--- src/rtl/reg_bank_serializer.sv ---
// Parallel-to-serial converter: accepts one K-bit word over a valid/ready load
// handshake and emits it one bit per accepted serial transfer.
module reg_bank_serializer #(
  parameter int K         = 28,
  parameter bit MSB_FIRST = 1'b0
) (
  input  logic         CLK,
  input  logic         Reset,
  input  logic [K-1:0] D,
  input  logic         load_valid,
  output logic         load_ready,
  output logic         ser_out,
  output logic         ser_valid,
  input  logic         ser_ready,
  output logic         ser_last,
  output logic         busy
);

  localparam int CW = (K > 1) ? $clog2(K) : 1;
  localparam logic [CW-1:0] LAST_IDX = CW'(K - 1);

  typedef enum logic {
    IDLE  = 1'b0,
    SHIFT = 1'b1
  } state_t;

  state_t         state_q, state_d;
  logic [K-1:0]   shreg_q, shreg_d;
  logic [CW-1:0]  cnt_q, cnt_d;
  logic           at_last;

  assign at_last = (cnt_q == LAST_IDX);

  always_ff @(posedge CLK) begin
    if (!Reset) begin
      state_q <= IDLE;
      shreg_q <= '0;
      cnt_q   <= '0;
    end else begin
      state_q <= state_d;
      shreg_q <= shreg_d;
      cnt_q   <= cnt_d;
    end
  end

  always_comb begin
    state_d = state_q;
    shreg_d = shreg_q;
    cnt_d   = cnt_q;
    case (state_q)
      IDLE: begin
        if (load_valid) begin
          shreg_d = D;
          cnt_d   = '0;
          state_d = SHIFT;
        end
      end
      SHIFT: begin
        if (ser_ready) begin
          if (at_last) begin
            cnt_d   = '0;
            state_d = IDLE;
          end else begin
            // Move the next bit toward the output end, zero-filling behind it.
            shreg_d = MSB_FIRST ? {shreg_q[K-2:0], 1'b0} : {1'b0, shreg_q[K-1:1]};
            cnt_d   = cnt_q + 1'b1;
          end
        end
      end
      default: state_d = IDLE;
    endcase
  end

  always_comb begin
    busy       = (state_q == SHIFT);
    ser_valid  = busy;
    ser_last   = busy && at_last;
    ser_out    = busy && (MSB_FIRST ? shreg_q[K-1] : shreg_q[0]);
    // Reset gates load_ready directly so no word is offered as accepted during reset.
    load_ready = (state_q == IDLE) && Reset;
  end

endmodule

--- config.mk ---
export PLATFORM = sky130hd
export DESIGN_NAME = reg_bank_serializer
export DESIGN_NICKNAME = d
export VERILOG_FILES = /design/src/rtl/reg_bank_serializer.sv
export SDC_FILE = /design/constraint.sdc
export NUM_CORES = 1
export LEC_CHECK = 0
export ABC_AREA = 1
export CAP_MARGIN = 20
export CORE_MARGIN = 2
export CORE_UTILIZATION = 53
export CTS_BUF_LIST = sky130_fd_sc_hd__clkbuf_2 sky130_fd_sc_hd__clkbuf_4 sky130_fd_sc_hd__clkbuf_8
export CTS_CLUSTER_SIZE = 16
export DETAILED_ROUTE_END_ITERATION = 10
export PLACE_DENSITY_LB_ADDON = 0.3
export SYNTH_ARGS = -nofsm -noshare
export SYNTH_HDL_FRONTEND = slang
export SYNTH_SLANG_ARGS = --single-unit
--- constraint.sdc ---
create_clock -name CLK -period 1.5 [get_ports CLK]
set_input_delay 0.3 -clock CLK [delete_from_list [all_inputs] [get_ports CLK]]
set_output_delay 0.3 -clock CLK [all_outputs]
set_load 0.05 [all_outputs]
==> results of run 1 <==
[worst min-delay path, stage by stage, from the launching register on]
cell,delay [ns]
dfxtp_1,0.32
nor2_1,0.09
nor2_1,0.05
[logic make-up (layout without fill, tap and decap cells)]
kind of cell | count (synthesis) | count (layout)
buf+inv | 31 | 80
fa+ha+maj | 1 | 1
flops | 34 | 34
compound gates | 8 | 8
simple gates | 224 | 224
[stage by stage]
stage | total power [uW] | util, % | worst slack (ns) | TNS, ns
after floorplan | 1370 | - | 0.0232 | 0
after global placement | 1540 | 70.2 | 0.0141 | 0
after detailed placement | 1550 | 70.2 | -0.0207 | -0.292
after CTS | 2140 | 75.6 | -0.159 | -0.159
after global routing | 2260 | 76.3 | -0.191 | -0.213
final | 2130 | 76.3 | -0.112 | -0.112
[state kept, by name, summed over array words and instances, names as in the netlist]
signal	cells
shreg_q	28
busy	1
cnt_q	5
[report_power, final]
part / total (uW) / switching (uW) / leakage, uW / internal (uW)
clock network: 561 / 316 / 0.0000387 / 245
registers: 1020 / 40.4 / 0.000283 / 976
logic: 552 / 267 / 0.000864 / 285
total: 2130 / 624 / 0.00119 / 1510
[cell type report]
cell class,instances,area (um^2),share of cell area [%]
inverter,12,57.6,2.23
clock inverter,1,5.00,0.194
clock buffer,7,58.8,2.27
timing repair buffer,60,644,24.9
sequential,34,693,26.8
multi-input combinational,233,1070,41.4
tap,46,57.6,2.23
[routing by layer]
| metal | GRT usage, % | up-vias | part of all wire [%] |
|---|---|---|---|
| met5 | 0 | - | 0 |
| met4 | 10.9 | 0 | 2.1 |
| met3 | 6.34 | 10 | 6.4 |
| met2 | 39.5 | 62 | 48 |
| met1 | 30.1 | 859 | 44 |
| li1 | - | 1010 | - |
[cell usage in the layout, fill, tap and decap left out, types with 2 or more instances in the layout]
master	netlist	final
clkdlybuf4s50_1	0	31
nand2_4	2	4
dfxtp_4	0	3
nor2_1	60	59
clkbuf_4	0	6
clkinvlp_4	0	2
dfxtp_1	34	30
and2_1	27	27
buf_12	0	7
inv_2	3	3
a21oi_1	5	5
nor2_4	0	2
nand3_1	31	31
nand2_2	2	2
o21ai_0	2	2
inv_1	8	6
nand2_1	99	97
nand4_1	2	2
buf_4	1	20
[what timing repair did]
action / in CTS / in global routing
gates resized for setup: 8 / 5
pin swaps: 2 / 3
buffers inserted: 7 / 1
cloned: 1 / 0
endpoints found under the hold margin: 0 / 0
setup endpoints to repair: 2 / 8
[final timing paths]
kind | cells after the start | slack [ns] | endpoint
setup reg to reg | 8 | 0.12 | shreg_q[13]
hold / removal | 2 | 0.49 | shreg_q[19]
setup / recovery | 6 | -0.11 | ser_last
hold reg to reg | 2 | 0.49 | shreg_q[19]
==> impl_results.md, run 1 <==
- Count leader, synth: nand2_1
- Worst setup SP type: register
- Clock Skews: 0.00991 ns
- CP max FO: 3
- Synth top cells by count: 99 x nand2_1, 60 x nor2_1, 34 x dfxtp_1
- Post-synth ARST share: 0%
- Chip width: approximately 64 um
- Worst path slowest cell: dfxtp_4
- CTS tree: yes
- Drt drc: 0
- Max-cap check violation count: 0
- DP Cell Count: 376
- PortBufs: 36
- Slowest stage delay, CP: 0.37 ns
- #FFs+latches synth: 34
- Clk sinks: 34
- Die ar.: approximately 4100 um^2
- Number of core rows: 21
- Critical path's most frequent cell: nand2_4
- Setup crit start: cnt_q[1]
- Crit path time final: 1.61 ns
- Synthesized area per cell: around 6.4 um^2
- Post-synth top area cell: dfxtp_1
- Fmax: roughly 0.62 GHz
- Mux share of post-synthesis cell area: 0%
- Clock-pin slew on the worst setup and hold paths: around 0.10 ns
- Leakage: approximately 0.0012 uW
- Hold buffers post-CTS: 0
- Primary FF master, synth: dfxtp_1
- Drt pass-1 iters: 4
- Cells along the critical path: ha_4 > nand2_4 > nor2_4 > nand2_4 > clkinvlp_4 > buf_12
- Final slew viol count: 0
- Routed vias/inst: ~4.9
- Starting Density: approximately 56%
- Adder-cell area share of the yosys netlist: 0.655%
- Diode count: 0
- Least-Margin Pin Slew: between 0.3 and 0.4 ns
- RSZ-0062 raised after global routing: yes
- Iteration-0 DRC Markers: approximately 150
- Antenna violations before repair: 0
- Yosys warnings: 0
- Post-Synthesis Cells: between 200 and 300
- DRT Wirelength: roughly 4500 um
- GP Congestion: between 0.7 and 0.8
- GRT Overall Usage: around 24%
- Synth Area in XOR/XNOR: 0%
- H-Tree Depth: 2
- Post-synthesis sequential area ratio: a little over a third
- Routed WL per cell: approximately 12 um
- CTS Buf Count: 5
- Share of cells above drive strength 1: between 10% and 20%
- Final nets: ~380
- Compound-Gate Fraction of Synth Area: under 10%
- Violated checks: setup timing
- EDFF count, synth: 0
- Final Hold Viols: 0
- Largest family of logic cells by synthesized area: simple AND/OR/NAND/NOR gates
- Final setup viols: 1
- Largest net degree at the start of global routing: 31
- Power per cell area: 824 nW/um^2
- Total grt overflow: 0
- Synth Net Count: ~330
- Clk Latency, worst-skew pair: ~0.35 ns
- Worst setup margin: -0.112 ns
- Slew HR: 79.6%
- Final Cell Area: 2590 um^2
- Hold Slack: slightly below 0.5 ns
- DP Area: around 2400 um^2
- CP Data Arrival Time: approximately 1.3 ns
- Critical Path RT: between 1 and 1.5 ns
- Area share of the largest cell type after synthesis: 35.6%
- Largest cells by area after synthesis: dfxtp_1 36%, nand2_1 19%, nor2_1 12%
- Via count: ~1900
- Maximum VDD drop: ~0.52 mV
- Worst setup EP type: output port
- Post-synth cell types: 20
- Hold_sp: shreg_q[19]
- Post-DP HPWL: roughly 2700 um
- Area delta synth->final: 35.4%
- Core area: about 3400 um^2
- Clock buffer depth: 2
- Die Ht: 64.0 um
- Post-route non-filler standard cell count: around 390
- Post-Synth Simple-Gate Area: approximately 51%
- Critical path class: register to output port
- Global-route wire length before repair: slightly below 8000 um
- Status: finished, violations left
- Vias in the first global route: between 1500 and 2000
- Final Cycle Share: 107%
- Largest delay contributor family on the critical path: flip-flops
- Antenna Nets Post-Route: 0
- Mapped cell area: 1910 um^2
- Root Buffer: clkbuf_4
- # fillers: between 200 and 300
- Worst hold path type: register to register
- Top-Level Pins: 37
- Worst path bufs/invs: 2
- Worst r2r src: busy
Note: power is estimated with default switching activity, not from simulation.
==> run 2: changes to the inputs <==
- CORE_UTILIZATION: 53 -> 40
==> run 2 against run 1 <==
The run still ends with setup timing left. Routed wire length is 1.2% higher. Global-route usage is 5.8 points lower. Design area is 2.2% higher. Sequential power hardly changed. Core utilization is 20 points lower. Die area is 30% higher. Clock skew is 0.0055 ns lower. Worst setup slack better by 0.058 ns. Non-clock buffer count is 2 higher. Critical path type unchanged. Largest power group unchanged. Highest routed layer unchanged.
==> impl_results.md, run 2 (synthesized netlist as in run 1, its figures left out) <==
- Vias in the first global route: ~1800
- Net Sw Power: 638 uW
- CP Data Arrival Time: approximately 1.3 ns
- Final nets: approximately 380
- Share of cells above drive strength 1: 16.6%
- PortBufs: 36
- Antenna violations before repair: 0
- Top-Level Pins: 37
- Final slew viol count: 0
- Commonest non-fill, non-tap cell in the layout: nand2_1
- Sw Ratio: between 20 and 30%
- Global-route wire length before repair: about 7800 um
- CTS Buf Count: 5
- Fmax: around 0.64 GHz
- Worst setup SP type: register
- Post-DP HPWL: between 2000 and 3000 um
- Worst setup margin: -0.0542 ns
- Routed vias/inst: approximately 4.7
- Critical Path RT: approximately 1.2 ns
- Chip width: roughly 73 um
- Clock power frac: 31.5%
- Hold Slack: about 0.48 ns
- Setup tns final: -0.0542 ns
- Int Pwr: approximately 1700 uW
- Sequential power share: 44.4%
- Worst hold path type: register to register
- Critical path's most frequent cell: nand2_4
- Hold-critical path depth: 2
- Drt drc: 0
- Diode count: 0
- Die Ht: ~73 um
- Slowest stage delay, CP: roughly 0.36 ns
- GP Congestion: 0.754
- Dpl ws: 0.00882 ns
- Final Cycle Share: 104%
- Leakage: about 0.0012 uW
- Status: finished, violations left
- Area delta synth->final: 38.3%
- Worst reg-to-reg path cell count: 9
- Worst path bufs/invs: 2
- Most frequent cells in the layout: 97 x nand2_1, 59 x nor2_1, 31 x nand3_1, 31 x dfxtp_1, 31 x clkdlybuf4s50_1
- Seq. cell area: ~700 um^2
- # fillers: about 440
- Die ar.: 5350 um^2
- RSZ-0062 raised after global routing: yes
- Clock-pin slew on the worst setup and hold paths: approximately 0.07 ns
- Clk Latency, worst-skew pair: ~0.29 ns
- Core area: roughly 4700 um^2
- Worst path slowest cell: dfxtp_4
- Total grt overflow: 0
- CP max FO: 2
- Largest delay contributor family on the critical path: flip-flops
- Largest net degree at the start of global routing: 31
- Area of the multi-input gates: ~1100 um^2
- Drt pass-1 iters: 4
- CTS tree: yes
- Antenna Nets Post-Route: 0
- Largest register FFs: 28
- Hold buffers post-CTS: 0
- H-Tree Depth: 2
- Via count: ~1900
- Root Buffer: clkbuf_8
- Routed WL per cell: ~11 um
- Clock Skews: between 0.004 and 0.005 ns
- Power per cell area: a little under 900 nW/um^2
- Slew HR: about four fifths
- Clk sinks: 34
- Critical path class: register to output port
- Clock buffer depth: 2
- Comb power frac: 24.1%
- Pwr Total: 2290 uW
- Final setup viols: 1
- Maximum VDD drop: between 0.3 and 0.4 mV
- Cell count along the critical path: 6
- Starting Density: 41.0%
- Max-cap check violation count: 0
- GRT Overall Usage: a little under a fifth
- Cells along the critical path: ha_4 > nand2_4 > nor2_4 > nand2_4 > clkinvlp_4 > buf_12
- Reg with most FFs: shreg_q
- Final Hold Viols: 0
- Crit path time final: 1.55 ns
- Number of core rows: 25
- DRT Wirelength: 4580 um
- Iteration-0 DRC Markers: ~130
- Violated checks: setup timing
- Least-Margin Pin Slew: 0.307 ns
- Worst setup EP type: output port
## run 2: worst min-delay path: cells and delay by family (launching register included)
| family | cells | cell delay (ns) |
|---|---|---|
| flip-flops | 1 | 0.33 |
| AND/OR/NAND/NOR | 2 | 0.13 |
## run 2: routing by layer
layer | up-vias | part of all wire (%) | global-route usage (%)
li1 | 1013 | - | -
met4 | 0 | 1.2 | 5.56
met1 | 838 | 49 | 23.9
met2 | 35 | 46 | 30.2
met3 | 8 | 4.2 | 4.56
met5 | - | 0 | 0
## run 2: worst paths after layout
path	slack [ns]	to	start
hold / removal	0.48	shreg_q[5]	shreg_q[5]
setup / recovery	-0.05	ser_last	cnt_q[1]
setup reg to reg	0.12	shreg_q[24]	cnt_q[1]
hold reg to reg	0.48	shreg_q[5]	shreg_q[5]
## run 2: final cells by class
class	instances	share of cell area [%]
multi-input combinational	233	40.3
sequential	34	26.2
timing repair buffer	62	25.3
clock buffer	7	3.41
tap	54	2.56
inverter	12	2.08
clock inverter	1	0.189
## run 2: timing repair
action | in CTS | in global routing
setup endpoints to repair | 2 | 3
resized for setup | 10 | 3
pin swaps | 3 | 4
buffers inserted | 6 | 3
## run 2: power by group through the flow
stage / Sequential [uW] / Clock, uW / Combinational (uW)
finish: 1020 / 721 / 553
global route: 1030 / 787 / 616
CTS: 1020 / 742 / 546
detailed placement: 1040 / 0 / 534
global placement: 1040 / 0 / 529
floorplan: 1040 / 0 / 334
## run 2: through the flow
step	utilization [%]	std cells	area, um^2
global route	56.7	403	2640
detailed placement	52.1	386	2430
CTS	56.0	400	2610
finish	56.7	403	2640
floorplan	-	298	1930
global placement	52.1	386	2430
==> run 3: changes to the inputs <==
- CAP_MARGIN: 20 -> 40
- GPL_ROUTABILITY_DRIVEN: default -> 0
==> results of run 3 <==
Final layout, timing and power as in run 2 (identical DEF).
